<file path="config.mk">
export PLATFORM = sky130hd
export DESIGN_NAME = sseg4_scan
export DESIGN_NICKNAME = d
export VERILOG_FILES = /design/src/rtl/sseg_pkg.sv /design/src/rtl/sseg_decoder.sv /design/src/rtl/sseg4_scan.sv
export SDC_FILE = /design/constraint.sdc
export NUM_CORES = 1
export LEC_CHECK = 0
export BUFFER_PORTS_ARGS = -buffer_cell sky130_fd_sc_hd__buf_2
export CORE_AREA = 2 2 77 57
export DETAILED_ROUTE_END_ITERATION = 12
export DIE_AREA = 0 0 79 59
export GPL_TIMING_DRIVEN = 0
export HOLD_SLACK_MARGIN = 0.05
export PLACE_DENSITY = 0.85
export SLEW_MARGIN = 25
export SYNTH_ARGS = -nofsm -noshare
export SYNTH_HDL_FRONTEND = slang
export SYNTH_HIERARCHICAL = 1
export SYNTH_SLANG_ARGS = --single-unit
</file>
<file path="constraint.sdc">
create_clock -name clk -period 2.4 [get_ports clk]
set_clock_uncertainty 0.1 [all_clocks]
set_input_delay 0.12 -clock clk [delete_from_list [all_inputs] [get_ports clk]]
set_output_delay 0.12 -clock clk [all_outputs]
set_load 0.03 [all_outputs]
</file>
<file path="src/rtl/sseg_pkg.sv">
// Shared types and constants for the four-digit seven-segment scanner.
// Segment patterns are active-low, bit 0 = a through bit 6 = g.
package sseg_pkg;

  typedef logic [3:0] bcd_t;
  typedef logic [6:0] seg_t;

  typedef enum logic [1:0] {
    SEL_ONES      = 2'd0,
    SEL_TENS      = 2'd1,
    SEL_HUNDREDS  = 2'd2,
    SEL_THOUSANDS = 2'd3
  } digit_sel_t;

  localparam seg_t SEG_0    = 7'b1000000;
  localparam seg_t SEG_1    = 7'b1111001;
  localparam seg_t SEG_2    = 7'b0100100;
  localparam seg_t SEG_3    = 7'b0110000;
  localparam seg_t SEG_4    = 7'b0011001;
  localparam seg_t SEG_5    = 7'b0010010;
  localparam seg_t SEG_6    = 7'b0000010;
  localparam seg_t SEG_7    = 7'b1111000;
  localparam seg_t SEG_8    = 7'b0000000;
  localparam seg_t SEG_9    = 7'b0010000;
  localparam seg_t SEG_DASH = 7'b0111111;
  localparam seg_t SEG_OFF  = 7'b1111111;

  localparam logic [3:0] AN_OFF = 4'b1111;

endpackage

</file>
<file path="src/rtl/sseg_decoder.sv">
// Combinational BCD to active-low seven-segment decoder; 10-15 show a dash.
module sseg_decoder
  import sseg_pkg::*;
(
  input  bcd_t digit,
  output seg_t seg
);

  // Table lookup; anything outside 0-9 falls through to the dash pattern
  always_comb begin
    seg = SEG_DASH;
    case (digit)
      4'd0: seg = SEG_0;
      4'd1: seg = SEG_1;
      4'd2: seg = SEG_2;
      4'd3: seg = SEG_3;
      4'd4: seg = SEG_4;
      4'd5: seg = SEG_5;
      4'd6: seg = SEG_6;
      4'd7: seg = SEG_7;
      4'd8: seg = SEG_8;
      4'd9: seg = SEG_9;
      default: seg = SEG_DASH;
    endcase
  end

endmodule

</file>
<file path="src/rtl/sseg4_scan.sv">
// Four-digit multiplexed seven-segment scanner. Digits are captured on load,
// then shown one at a time for DIV_COUNT clocks each, ones digit first.
// Optional build macro LEADING_ZERO_BLANK_EN blanks leading zero digits
// (the ones digit always stays lit).
module sseg4_scan
  import sseg_pkg::*;
#(
  parameter int DIV_COUNT = 100000
) (
  input  logic       clk,
  input  logic       rst,
  input  logic       load,
  input  logic [3:0] thousands,
  input  logic [3:0] hundreds,
  input  logic [3:0] tens,
  input  logic [3:0] ones,
  output logic [3:0] an,
  output logic [6:0] seg,
  output logic       dp
);

  localparam int CW = (DIV_COUNT > 2) ? $clog2(DIV_COUNT) : 1;

  logic [CW-1:0] cnt;
  logic          tick;
  digit_sel_t    sel;
  bcd_t          hold [4];
  bcd_t          cur;
  seg_t          dec_seg;
  logic          blank;

  assign tick = (cnt == CW'(DIV_COUNT - 1));
  assign cur  = hold[sel];
  assign dp   = 1'b1;

  // Prescaler: counts 0..DIV_COUNT-1 and wraps, tick marks the last count
  always_ff @(posedge clk) begin
    if (rst)       cnt <= '0;
    else if (tick) cnt <= '0;
    else           cnt <= cnt + 1'b1;
  end

  // Digit select walks ones -> tens -> hundreds -> thousands on each tick
  always_ff @(posedge clk) begin
    if (rst)       sel <= SEL_ONES;
    else if (tick) sel <= digit_sel_t'(sel + 2'd1);
  end

  // Hold registers isolate the display from the upstream converter between loads
  always_ff @(posedge clk) begin
    if (rst) begin
      for (int i = 0; i < 4; i++) hold[i] <= '0;
    end else if (load) begin
      hold[0] <= ones;
      hold[1] <= tens;
      hold[2] <= hundreds;
      hold[3] <= thousands;
    end
  end

  // Blank the selected digit when it and everything above it is zero
  always_comb begin
    blank = 1'b0;
`ifdef LEADING_ZERO_BLANK_EN
    case (sel)
      SEL_TENS:      blank = (hold[1] == 4'd0) && (hold[2] == 4'd0) && (hold[3] == 4'd0);
      SEL_HUNDREDS:  blank = (hold[2] == 4'd0) && (hold[3] == 4'd0);
      SEL_THOUSANDS: blank = (hold[3] == 4'd0);
      default:       blank = 1'b0;
    endcase
`else
    blank = 1'b0;
`endif
  end

  sseg_decoder u_dec (
    .digit (cur),
    .seg   (dec_seg)
  );

  // Registered anode/cathode drive, one cycle behind select and hold
  always_ff @(posedge clk) begin
    if (rst) begin
      an  <= AN_OFF;
      seg <= SEG_OFF;
    end else if (blank) begin
      an  <= AN_OFF;
      seg <= SEG_OFF;
    end else begin
      an  <= ~(4'b0001 << sel);
      seg <= dec_seg;
    end
  end

endmodule

</file>
# ---- Word level (Yosys, flattened, before mapping)
# Memory sizes are Yosys's and may differ from the RTL's. A register that Yosys moved wholly into a read port is not among the register bits.
# Cells that the tools add are included.
dict set report classes {
  reduce_logical 1
  n_mux 11
  shift 1
  n_addsub 2
  eq_ne 1
  n_bitwise 5
}
# cell count
set op_table {}
lappend op_table {{$add A17 B1 Y17 const B} 1}
lappend op_table {{$eq A17 B17 Y1 const B} 1}
lappend op_table {{$mux W4} 4}
lappend op_table {{$mux W1} 5}
lappend op_table {{$mux W2} 2}
lappend op_table {{$not A4 Y4} 1}
lappend op_table {{$or A1 B1 Y1} 4}
lappend op_table {{$shl A1 B2 Y4 const A} 1}
lappend op_table {{$add A2 B1 Y2 const B} 1}
lappend op_table {{$reduce_or A2 Y1} 1}
dict set report totals {
  register_bits 23
  n_memories 2
  ramBits 16
  output_inout_bits 12
  elab_cells 26
  romBits 112
  in_bits 19
}
# name words word_bits read_ports rd_ports_with_merged_regs write_ports line
set mem_list {}
lappend mem_list {{(name not given)} 16 7 1 1 0 sseg_decoder.sv:12} ;# case (digit)
lappend mem_list {hold 4 4 1 1 4 sseg4_scan.sv:27} ;# bcd_t hold [4];

# ---- Logic depth before layout (Yosys ltp)
dict set report logic_depth {
  depth_word 4
  depth_mapped 7
  mapped_depth_nobuf 7
}

# ---- Hierarchy
# Netlist, hierarchy kept.
# mod instances cells_per_inst area_each_um2
set modules_own_cells {}
lappend modules_own_cells {sseg4_scan 1 168 1936.9}
lappend modules_own_cells {sseg_decoder 1 33 205.2}

# ---- Least setup slack after synthesis
# No wires, ideal clock.
dict set report synth_timing {
  path_type {register -> register}
  startpoint {register with a tool-made name}
  endpoint {register seg[5]}
  setup_slack_ns 0.339
  arrival_ns 1.838
  path_stages_with_launch 7
  setup_ns 0.123
  n_path_buf 0
  path_cell_list {dfxtp_1 mux4_2 ha_1 or2b_1 a21oi_1 nor2_1 or2_2}
}
# element line
set synth_lines {}
lappend synth_lines {{end, declared} sseg4_scan.sv:18} ;# output logic [6:0] seg,

==> reports/metrics.cfg <==
[flow_run]
max-cap-violations = 0

[cells_and_area]
layout_commonest_cell = dfxtp_1
syn_to_final_growth_pct = 22.96
nets = 283
fill_cells = 302
antennaDiodeCount = 0
layout_common_cells = dfxtp_1, buf_2, nor2_1, and2_1, dlygate4sd3_1
regArea_mm2 = 0.001121
multi_input_area_um2 = 958.4
drive_gt1_share_pct = 23.53

[worst_setup_path]
slowest_stage = mux4_2
required_ps = 2500
cp_num_cells = 6
slowest_delay_ps = 600
r2r-end = seg[0]
worst-path-buf-inv = 0
path_max_fanout = 4
crit_chain = mux4_2, ha_1, or2_4, a21oi_1, nor2_1, or2_2
crit_arrival_ps = 2330
r2r_slack_ps = 170
critPathLaunchType = flop
end_kind = flop
crit_type = reg -> reg
ff2ff_path_depth = 6
cp_top_family = multiplexers

[pwr]
p_leak_nw = 1.032
ir_drop_uv = 351.5
p_per_area_mw_per_mm2 = 633.0
power.total_mw = 1.667

[clock_network]
cts_tree = yes
cts_resized = 0
ctsRootBufferMaster = clkbuf_8
cts_buffers = 5
cts.clk_slew.worst_paths_ps = 90
htreeDepth = 2
cts.sinks = 48
clock_latency_ps = 310
clk_path_buf_depth = 2

[worst_hold_path]
min_path_type = in -> reg
hp-start = load
hold_path_end = hold[1][1]
worstHoldPathCells = 2

[sta]
period_share_pct = 92.85
slew_violations = 0
period_minus_slack_ps = 2228
rsz0062_at_grt = false
finalSetupTns_ps = 0
fmax_mhz = 448.7
setup_ws_ps = 171.5
hold_violations = 0
setup_viol = 0
hold_ws_ps = 332.7

[detailed_routing]
viasPerCell = 5.020
vias = 1541
drt_first_pass_iters = 4
wl_per_cell_um = 13.25
drc = 0
ant_nets = 0
first_iter_violations = 94
wl_um = 4067

[logic_synthesis]
synth.distinct_cells = 38
synth_cells = 201
syn-cell-area_mm2 = 0.002142
synth-edff-count = 16
async_reset_ff_share_pct = 0
ys_seq_elements = 48
postSynthAreaPerCell_um2 = 10.66
yosys_warnings = 6
synth-main-ff-cell = dfxtp_1
synth_seq_area_share_pct = 52.34
synthesis.nets = 230

[die]
num_rows = 19
pin_count = 31
die_x_um = 79
dieArea_mm2 = 0.004661
initial_core_util_pct = 55.62
die_y_um = 59
core_area_mm2 = 0.003851

[grt]
grt_usage_pct = 19.48
antenna_found_initial = 0
gr-total-overflow = 0
grt_max_degree = 17
grt_pass1_wl_um = 6596
grt_pass1_vias = 1461

[place]
place_hpwl_um = 2641
gp_congestion = 0.8426
place_ws_ps = 183.3
io_buffer_count = 29

[run_status]
run_status = finished, final reports clean

registers in the layout (all words and copies together) (netlist names), named ones only:
| register | cells |
|---|---|
| seg | 7 |
| an | 4 |
| sel | 2 |
| hold | 16 |
| cnt | 17 |
layer usage:
layer  global-route usage (%)  part of all wire [%]
met1                    24.62                    46
met2                    30.75                    45
met3                    4.726                   5.9
met4                    12.07                   3.2
met5                        0                     0
cells by family after synthesis:
| group | Yosys count | share of synthesized area [%] |
|---|---|---|
| compound gates | 13 | 3.505 |
| xor+xnor | 13 | 5.315 |
| fa+ha+maj | 10 | 5.841 |
| buf+inv | 13 | 2.921 |
| flops | 48 | 52.34 |
| mux | 5 | 4.673 |
| other cells | 1 | 0.1751 |
| simple gates | 98 | 25.23 |
stage by stage:
stage,utilization (%),cells,area [um2]
6_report,68.39,307,2634
5_1_grt,68.39,307,2634
4_1_cts,68.39,307,2634
3_5_place_dp,61.08,282,2352
3_3_place_gp,61.08,282,2352
2_1_floorplan,-,201,2142
cell usage after synthesis, types with 2 or more instances:
library cell  number  area, um2
xnor2_1            7      61.31
xor2_1             6      52.55
edfxtp_1          16      480.5
nand4_1            6      37.54
dfxtp_1           32      640.6
nand3_1            6      30.03
nor2_1            26      97.59
inv_1              6      22.52
buf_2              2      10.01
o21ai_0            4      20.02
mux4_2             4      90.09
and2_1            18      112.6
nand2_1           11      41.29
a21oi_1            6      30.03
nand2b_1           7      43.79
or2_2              8      50.05
ha_1              10      125.1
nor4_1             4      25.02
clkbuf_1           3      11.26
cell type report:
type                            count  share of cell area, %
Sequential cell                    48                  42.57
Timing Repair Buffer               46                  11.97
Buffer                              7                  1.520
Clock buffer                        5                  2.613
Tap cell                           52                  2.470
Clock inverter                      3                  1.615
Inverter                            6                 0.8551
Multi-Input combinational cell    140                  36.39
worst max path at each step:
stage | startpoint | endpoint | slack, ps
after detailed placement | flop | seg[5] | 180
after global placement | flop | seg[5] | 180
final | flop | seg[0] | 170
after floorplan | flop | seg[5] | 340
after CTS | flop | seg[0] | 160
after global routing | flop | seg[5] | 30
power by group:
group / switching [mW] / total, mW / internal [mW]
logic: 0.0998 / 0.188 / 0.0880
registers: 0.0132 / 0.893 / 0.880
clock network: 0.279 / 0.586 / 0.307
repair_timing:
| action | 4_1_cts | 5_1_grt |
|---|---|---|
| setup endpoints to repair | 0 | 0 |
| endpoints found under the hold margin | 22 | 0 |
| hold buffers | 17 | 0 |
| setup buffers | 0 | 0 |
Note: power is estimated with default switching activity, not from simulation.
